File: config.mk
export PLATFORM = sky130hd
export DESIGN_NAME = scan_decoder
export DESIGN_NICKNAME = d
export VERILOG_FILES = /design/src/rtl/scan_decoder.sv
export SDC_FILE = /design/constraint.sdc
export NUM_CORES = 1
export LEC_CHECK = 0
export BUFFER_PORTS_ARGS = -buffer_cell sky130_fd_sc_hd__buf_4
export CORE_MARGIN = 2
export CORE_UTILIZATION = 45
export DETAILED_ROUTE_END_ITERATION = 10
export PLACE_DENSITY = 0.73
export RECOVER_POWER = 100
export SLEW_MARGIN = 10
export SYNTH_ARGS = -nofsm -noshare
export SYNTH_HDL_FRONTEND = slang
export SYNTH_SLANG_ARGS = --single-unit
File: constraint.sdc
create_clock -name clk -period 1.47 [get_ports clk]
set_input_delay 0.3675 -clock clk [delete_from_list [all_inputs] [get_ports clk]]
set_output_delay 0.3675 -clock clk [all_outputs]
set_load 0.05 [all_outputs]
File: src/rtl/scan_decoder.sv
// Registered binary-to-one-hot decoder with a DIRECT (decode A) mode and a
// SCAN mode that walks every output in turn, holding each for DWELL cycles.
module scan_decoder #(
    parameter int unsigned SEL_W      = 3,
    parameter int unsigned DWELL      = 4,
    parameter bit          ACTIVE_LOW = 1'b0
) (
    input  logic                    clk,
    input  logic                    rst,
    input  logic                    en,
    input  logic                    mode,
    input  logic [SEL_W-1:0]        A,
    output logic [(1<<SEL_W)-1:0]   Y,
    output logic [SEL_W-1:0]        sel_out,
    output logic                    valid,
    output logic                    wrap
);

    localparam int unsigned N     = 1 << SEL_W;
    localparam int unsigned CNT_W = (DWELL > 1) ? $clog2(DWELL) : 1;
    localparam logic [CNT_W-1:0] CNT_LAST = CNT_W'(DWELL - 1);
    localparam logic [SEL_W-1:0] SEL_LAST = SEL_W'(N - 1);
    localparam logic [N-1:0]     Y_IDLE   = ACTIVE_LOW ? {N{1'b1}} : {N{1'b0}};

    typedef enum logic [1:0] {
        IDLE   = 2'd0,
        DIRECT = 2'd1,
        SCAN   = 2'd2
    } state_t;

    state_t             state_q, state_n;
    logic [CNT_W-1:0]   cnt_q, cnt_n;
    logic [SEL_W-1:0]   sel_n;
    logic [N-1:0]       hot, y_n;
    logic               valid_n, wrap_n;

    // State, dwell counter and all outputs are registered together
    always_ff @(posedge clk or posedge rst) begin
        if (rst) begin
            state_q <= IDLE;
            cnt_q   <= '0;
            sel_out <= '0;
            Y       <= Y_IDLE;
            valid   <= 1'b0;
            wrap    <= 1'b0;
        end else begin
            state_q <= state_n;
            cnt_q   <= cnt_n;
            sel_out <= sel_n;
            Y       <= y_n;
            valid   <= valid_n;
            wrap    <= wrap_n;
        end
    end

    // Next state follows en/mode directly; outputs are computed for that state
    always_comb begin
        state_n = IDLE;
        sel_n   = sel_out;
        cnt_n   = cnt_q;
        valid_n = 1'b0;
        wrap_n  = 1'b0;
        hot     = '0;

        if (en) begin
            state_n = mode ? SCAN : DIRECT;
        end

        case (state_n)
            DIRECT: begin
                sel_n   = A;
                cnt_n   = '0;
                valid_n = 1'b1;
            end
            SCAN: begin
                valid_n = 1'b1;
                if (state_q == DIRECT) begin
                    sel_n = '0;
                    cnt_n = '0;
                end else if (state_q == SCAN) begin
                    if (cnt_q == CNT_LAST) begin
                        cnt_n  = '0;
                        sel_n  = sel_out + SEL_W'(1);
                        wrap_n = (sel_out == SEL_LAST);
                    end else begin
                        cnt_n = cnt_q + CNT_W'(1);
                    end
                end
                // entry from IDLE resumes the frozen index and count unchanged
            end
            default: ;
        endcase

        if (valid_n) begin
            hot[sel_n] = 1'b1;
        end
        y_n = hot ^ Y_IDLE;
    end

endmodule

* Yosys cells after proc, flatten, opt, wreduce, memory -nomap -nowiden
Index checks and enable logic that the tools add are counted.
Operators by class: $add $sub $neg 2, equal/unequal tests 7, magnitude comparators 2, mux-type cells 18, reduce and logical (&&, ||, !) cells 4
Operators with widths (number):
- $mux 2 | 5
- $mux 3 | 3
- $mux 8 | 1
- $eq 2x2->1 const B | 3
- $mux 1 | 6
- $pmux 3 s2 | 1
- $eq 2x1->1 const B | 2
- $lt 3x4->1 const B | 1
- $pmux 2 s2 | 1
- $add 3x1->3 const B | 1
- $demux 1 s3 | 1
- $eq 3x3->1 const B | 1
- $ge 3x1->1 const B | 1
- $ne 3x3->1 const B | 1
- $add 2x1->2 const B | 1
- $reduce_and 2->1 | 1
- $reduce_bool 2->1 | 1
- $reduce_or 2->1 | 1
- $logic_and 1x1->1 | 1
Word-level totals: output and inout bits 13, logic and storage cells 39, bits of input ports 7, bits in registers 17

* Longest topological paths before layout
depth in word-level cells 10, gate-level depth with buffers 7

* Worst setup path after synthesis
No wires, ideal clock.
path type register -> register, start point register sel_out[0], end point register Y[1], path slack -286 ps, cell stages (with the launch flop) 8, arrival time 1670 ps, clock period less this slack 1756 ps, buffers on the path 0, setup time 86 ps, path through dfrtp_1 -> ha_1 -> ha_1 -> nand3_1 -> a21oi_1 -> o22ai_2 -> inv_2 -> nor3_1
On the way: cells in the longest elaborated chain, start to end 10, elaborated cells between the ends (all ways) 11
RTL lines:
- start, declared | line 14 | output logic [SEL_W-1:0] sel_out,
- start signal, assigned | line 49 | sel_out <= sel_n;
- $add 3x1->3 * | line 83 | sel_n = sel_out + SEL_W'(1);
- $mux 3 * | line 81 | if (cnt_q == CNT_LAST) begin
- $mux 3 * | line 80 | end else if (state_q == SCAN) begin
- $mux 3 * | line 77 | if (state_q == DIRECT) begin
- $pmux 3 s2 * | line 69 | case (state_n)
- named net sel_n[2] | line 33 | logic [SEL_W-1:0] sel_n;
- $lt 3x4->1 (not written as such) / $ge 3x1->1 (equally long branches) | line 95 | hot[sel_n] = 1'b1;
- $logic_and 1x1->1 (not written as such) | line 95
- $mux 1 (not written as such) | line 95
- $demux 1 s3 * | line 95
- $mux 8 * | line 94 | if (valid_n) begin
- named net hot[1] | line 34 | logic [N-1:0] hot, y_n;
- end signal, assigned | line 50 | Y <= y_n;
- end, declared | line 13 | output logic [(1<<SEL_W)-1:0] Y,
The timed path passes the listed nets; every way through them passes the cells marked *. A chain may end at the register's enable or synchronous reset.

* Worst setup path in the final report
start point register cnt_q[0], end point register Y[5]
On the way: cells in the longest elaborated chain, start to end 10, elaborated cells between the ends (all ways) 11
RTL lines:
- start, declared | line 32 | logic [CNT_W-1:0] cnt_q, cnt_n;
- start signal, assigned | line 48 | cnt_q <= cnt_n;
- $eq 2x2->1 * | line 81
- $mux 3 * | line 81
- $mux 3 * | line 80
- $mux 3 * | line 77
- $pmux 3 s2 * | line 69
- $lt 3x4->1 (not written as such) / $ge 3x1->1 (equally long branches) | line 95
- $logic_and 1x1->1 (not written as such) | line 95
- $mux 1 (not written as such) | line 95
- $demux 1 s3 * | line 95
- $mux 8 * | line 94
- named net hot[5] | line 34
Marks and branches as above.

==> metrics.md <==
| Metric | Value |
|---|---|
| Core Rows | `15` |
| Yosys reg bits | `17` |
| Critical path's slowest cell | `dfrtp_1` |
| Max-cap violations | `0` |
| First-iteration detailed-routing DRC count | `9` |
| Clock power frac | `0.219` |
| Endpoint type of the worst setup path | `flop` |
| Clock insertion delay at the later pin of the skew report | `0.30 ns` |
| Fill cells | `128` |
| Logic pwr share | `0.334` |
| Pre-CTS setup slack | `-0.0751 ns` |
| Detailed placer's ending HPWL | `1180 um` |
| Asr flop ratio synth | `1.00` |
| Post-synth EDFFs | `0` |
| RSZ-0062 raised after global routing | `true` |
| CTS Root Cell | `clkbuf_4` |
| Xor and xnor area share after synthesis | `0.0113` |
| CP Data Required Time | `1.68 ns` |
| Max-slew violations | `0` |
| Cell internal pwr | `0.000772 W` |
| Pwr Total | `0.00119 W` |
| Failing checks | `negative setup slack` |
| Top FF cell, synth | `dfrtp_1` |
| Total of warnings raised by yosys | `0` |
| Final Hold Fails | `0` |
| Mux cell area share after synthesis | `0.0129` |
| Flop2flop setup slack | `-0.10 ns` |
| Initial core utilization | `0.464` |
| Final Critical Period | `1.57 ns` |
| Drt first pass iters | `4` |
| CTS sink cnt | `17` |
| Seq pwr share | `0.447` |
| Synth unique cells | `30` |
| Die area | `0.00207 mm2` |
| Cell Area, Placed | `0.00103 mm2` |
| Synth Instances | `70` |
| Status | `complete, but fails checks` |
| Design area | `0.00116 mm2` |
| Vias in the first global route | `551` |
| ANT nets after route | `0` |
| Buf/Inv on CP | `1` |
| GR Overflow Total | `0` |
| # hold bufs at CTS | `0` |
| Lkg Pwr | `0.561 nW` |
| Final worst path period share | `1.07` |
| Net Sw Frac | `0.349` |
| Via count | `661` |
| Placer Congestion | `0.815` |
| I/O pin count | `20` |
| Power Density | `1020 mW/mm2` |
| Setup_tns | `-0.428 ns` |
| Initial antenna violation count | `0` |
| Crit Path Category | `flop to flop` |
| Nets | `116` |
| DRC | `0` |
| Chip height | `45.5 um` |
| Post-Syn Area | `776 um2` |
| CTS Buf Count | `3` |
| FMAX | `0.635 GHz` |
| Routed len/inst | `14.8 um` |
| Total track usage | `0.170` |
| Arr. time, crit path | `1.78 ns` |
| Post-Route WL | `1780 um` |
| Worst Setup Slack, final | `-0.104 ns` |
| Core Region | `0.00167 mm2` |
| Synth Net Count | `82` |
| CTS max path bufs | `2` |
| H-tree Lvls | `1` |
| Clock slew at reported path FFs | `0.11 ns` |
| Crit start category | `flop` |
| Vias per std cell | `5.51` |
| Sequential-to-total area share from yosys stat | `0.548` |
| # setup viols final | `8` |
| Worst vdd rail ir drop | `0.690 mV` |
| Synth Area per Inst | `11.1 um2` |
| Largest family of logic cells by synthesized area | `compound AO/OA/AOI/OAI gates` |
| Critical Path Fanout Max | `4` |
| Psw | `0.000414 W` |
| First-pass GRT wire length | `2440 um` |
| Simple-Gate Fraction of Synth Area | `0.147` |
| Clock Skew | `0.0111 ns` |
| CTS tree | `yes` |
| Top Family by Delay on Critical Path | `flip-flops` |
| Die width | `45.5 um` |
| Largest net degree at the start of global routing | `18` |
| Worst-path cell chain | `ha_2 -> nand2_4 -> mux2i_1 -> o211ai_1 -> buf_4 -> nor3_1` |
| Hold Slack | `0.275 ns` |
| Port bufs | `19` |
| Max incr delay on CP | `0.40 ns` |
| Worst slew margin | `0.408` |
| Worst-margin pin slew | `0.887 ns` |
| Hold Path Class | `input port to flop` |
| Synth Area in Compound Gates | `0.147` |
| Area grow syn2layout | `49.2%` |
| Synth Area in Adders | `0.0806` |
| Proportion of layout cells with a drive suffix above 1 | `0.534` |
| ANT cells | `0` |
stage by stage:
step,util,instances
floorplan,-,70
global placement,0.614,112
detailed placement,0.614,112
CTS,0.644,117
global route,0.693,120
finish,0.693,120
power groups by stage:
stage	registers [W]	clock network [W]	logic, W
after floorplan	0.000621	0	0.000134
after global routing	0.000535	0.000276	0.000420
after detailed placement	0.000541	0	0.000330
after CTS	0.000531	0.000259	0.000346
after global placement	0.000540	0	0.000323
final	0.000530	0.000260	0.000396
final cells by class:
type,instances,area (um2),share of cell area
multi-input combinational,43,414,0.358
inverter,8,32.5,0.0281
timing repair buffer,31,233,0.201
sequential,17,429,0.371
tap,17,21.3,0.0184
clock inverter,1,5.00,0.00432
clock buffer,3,22.5,0.0195
path summary, 6_finish.rpt:
| kind | to | cells after the start | startpoint |
|---|---|---|---|
| setup reg to reg | Y[5] | 6 | cnt_q[0] |
| min in group asynchronous | cnt_q[1] | 3 | rst |
| max in group asynchronous | sel_out[2] | 3 | rst |
| hold reg to reg | sel_out[1] | 3 | sel_out[1] |
| hold / removal | valid | 1 | en |
| setup / recovery | Y[5] | 6 | cnt_q[0] |
timing repair:
action,4_1_cts,5_1_grt
endpoints found under the setup margin,8,10
setup buffers,1,3
pin swaps,4,7
resized for setup,3,12
layer usage:
metal  global-route usage  routed length [um]  vias to the layer above
met3               0.0238                  37                        5
met1                0.227                 822                      335
met5                    0                   0                        -
li1                     -                   -                      309
met2                0.256                 870                       12
met4                0.106                  46                        0
worst reg2reg max path, cell delays in order (launching register included):
cell      delay [ns]
dfrtp_1         0.40
ha_2            0.23
nand2_4         0.10
mux2i_1         0.23
o211ai_1        0.13
buf_4           0.18
nor3_1          0.20
registers in the layout (all words and copies together) (netlist names):
| name | count |
|---|---|
| wrap | 1 |
| cnt_q | 2 |
| Y | 8 |
| sel_out | 3 |
| state_q | 2 |
| valid | 1 |
cells by family (layout without fill, tap and decap cells):
kind of cell | Yosys count | in the layout
xor+xnor | 1 | 1
buf+inv | 10 | 43
compound gates | 14 | 14
mux | 1 | 1
fa+ha+maj | 5 | 5
simple gates | 22 | 22
flops | 17 | 17
cell usage in the layout (no fill, tap or decap), types with 2 or more instances in the layout:
| cell type | Yosys | final |
|---|---|---|
| buf_4 | 1 | 28 |
| clkbuf_4 | 0 | 4 |
| dfrtp_1 | 17 | 14 |
| dfrtp_2 | 0 | 3 |
| ha_2 | 0 | 2 |
| ha_4 | 0 | 2 |
| inv_1 | 7 | 7 |
| nand2_1 | 2 | 2 |
| nand2b_1 | 2 | 2 |
| nor2_1 | 3 | 3 |
| nor3_1 | 9 | 4 |
| nor3_2 | 0 | 5 |
| o22ai_1 | 2 | 2 |
cell usage after synthesis, types with 2 or more instances:
cell | instances | area [um2]
nand2b_1 | 2 | 12.5
nor2_1 | 3 | 11.3
nor3_1 | 9 | 45.0
inv_1 | 7 | 26.3
nand2_1 | 2 | 7.51
a21oi_1 | 2 | 10.0
dfrtp_1 | 17 | 425
o22ai_1 | 2 | 12.5
ha_1 | 5 | 62.6
(Power assumes the default switching activity.)
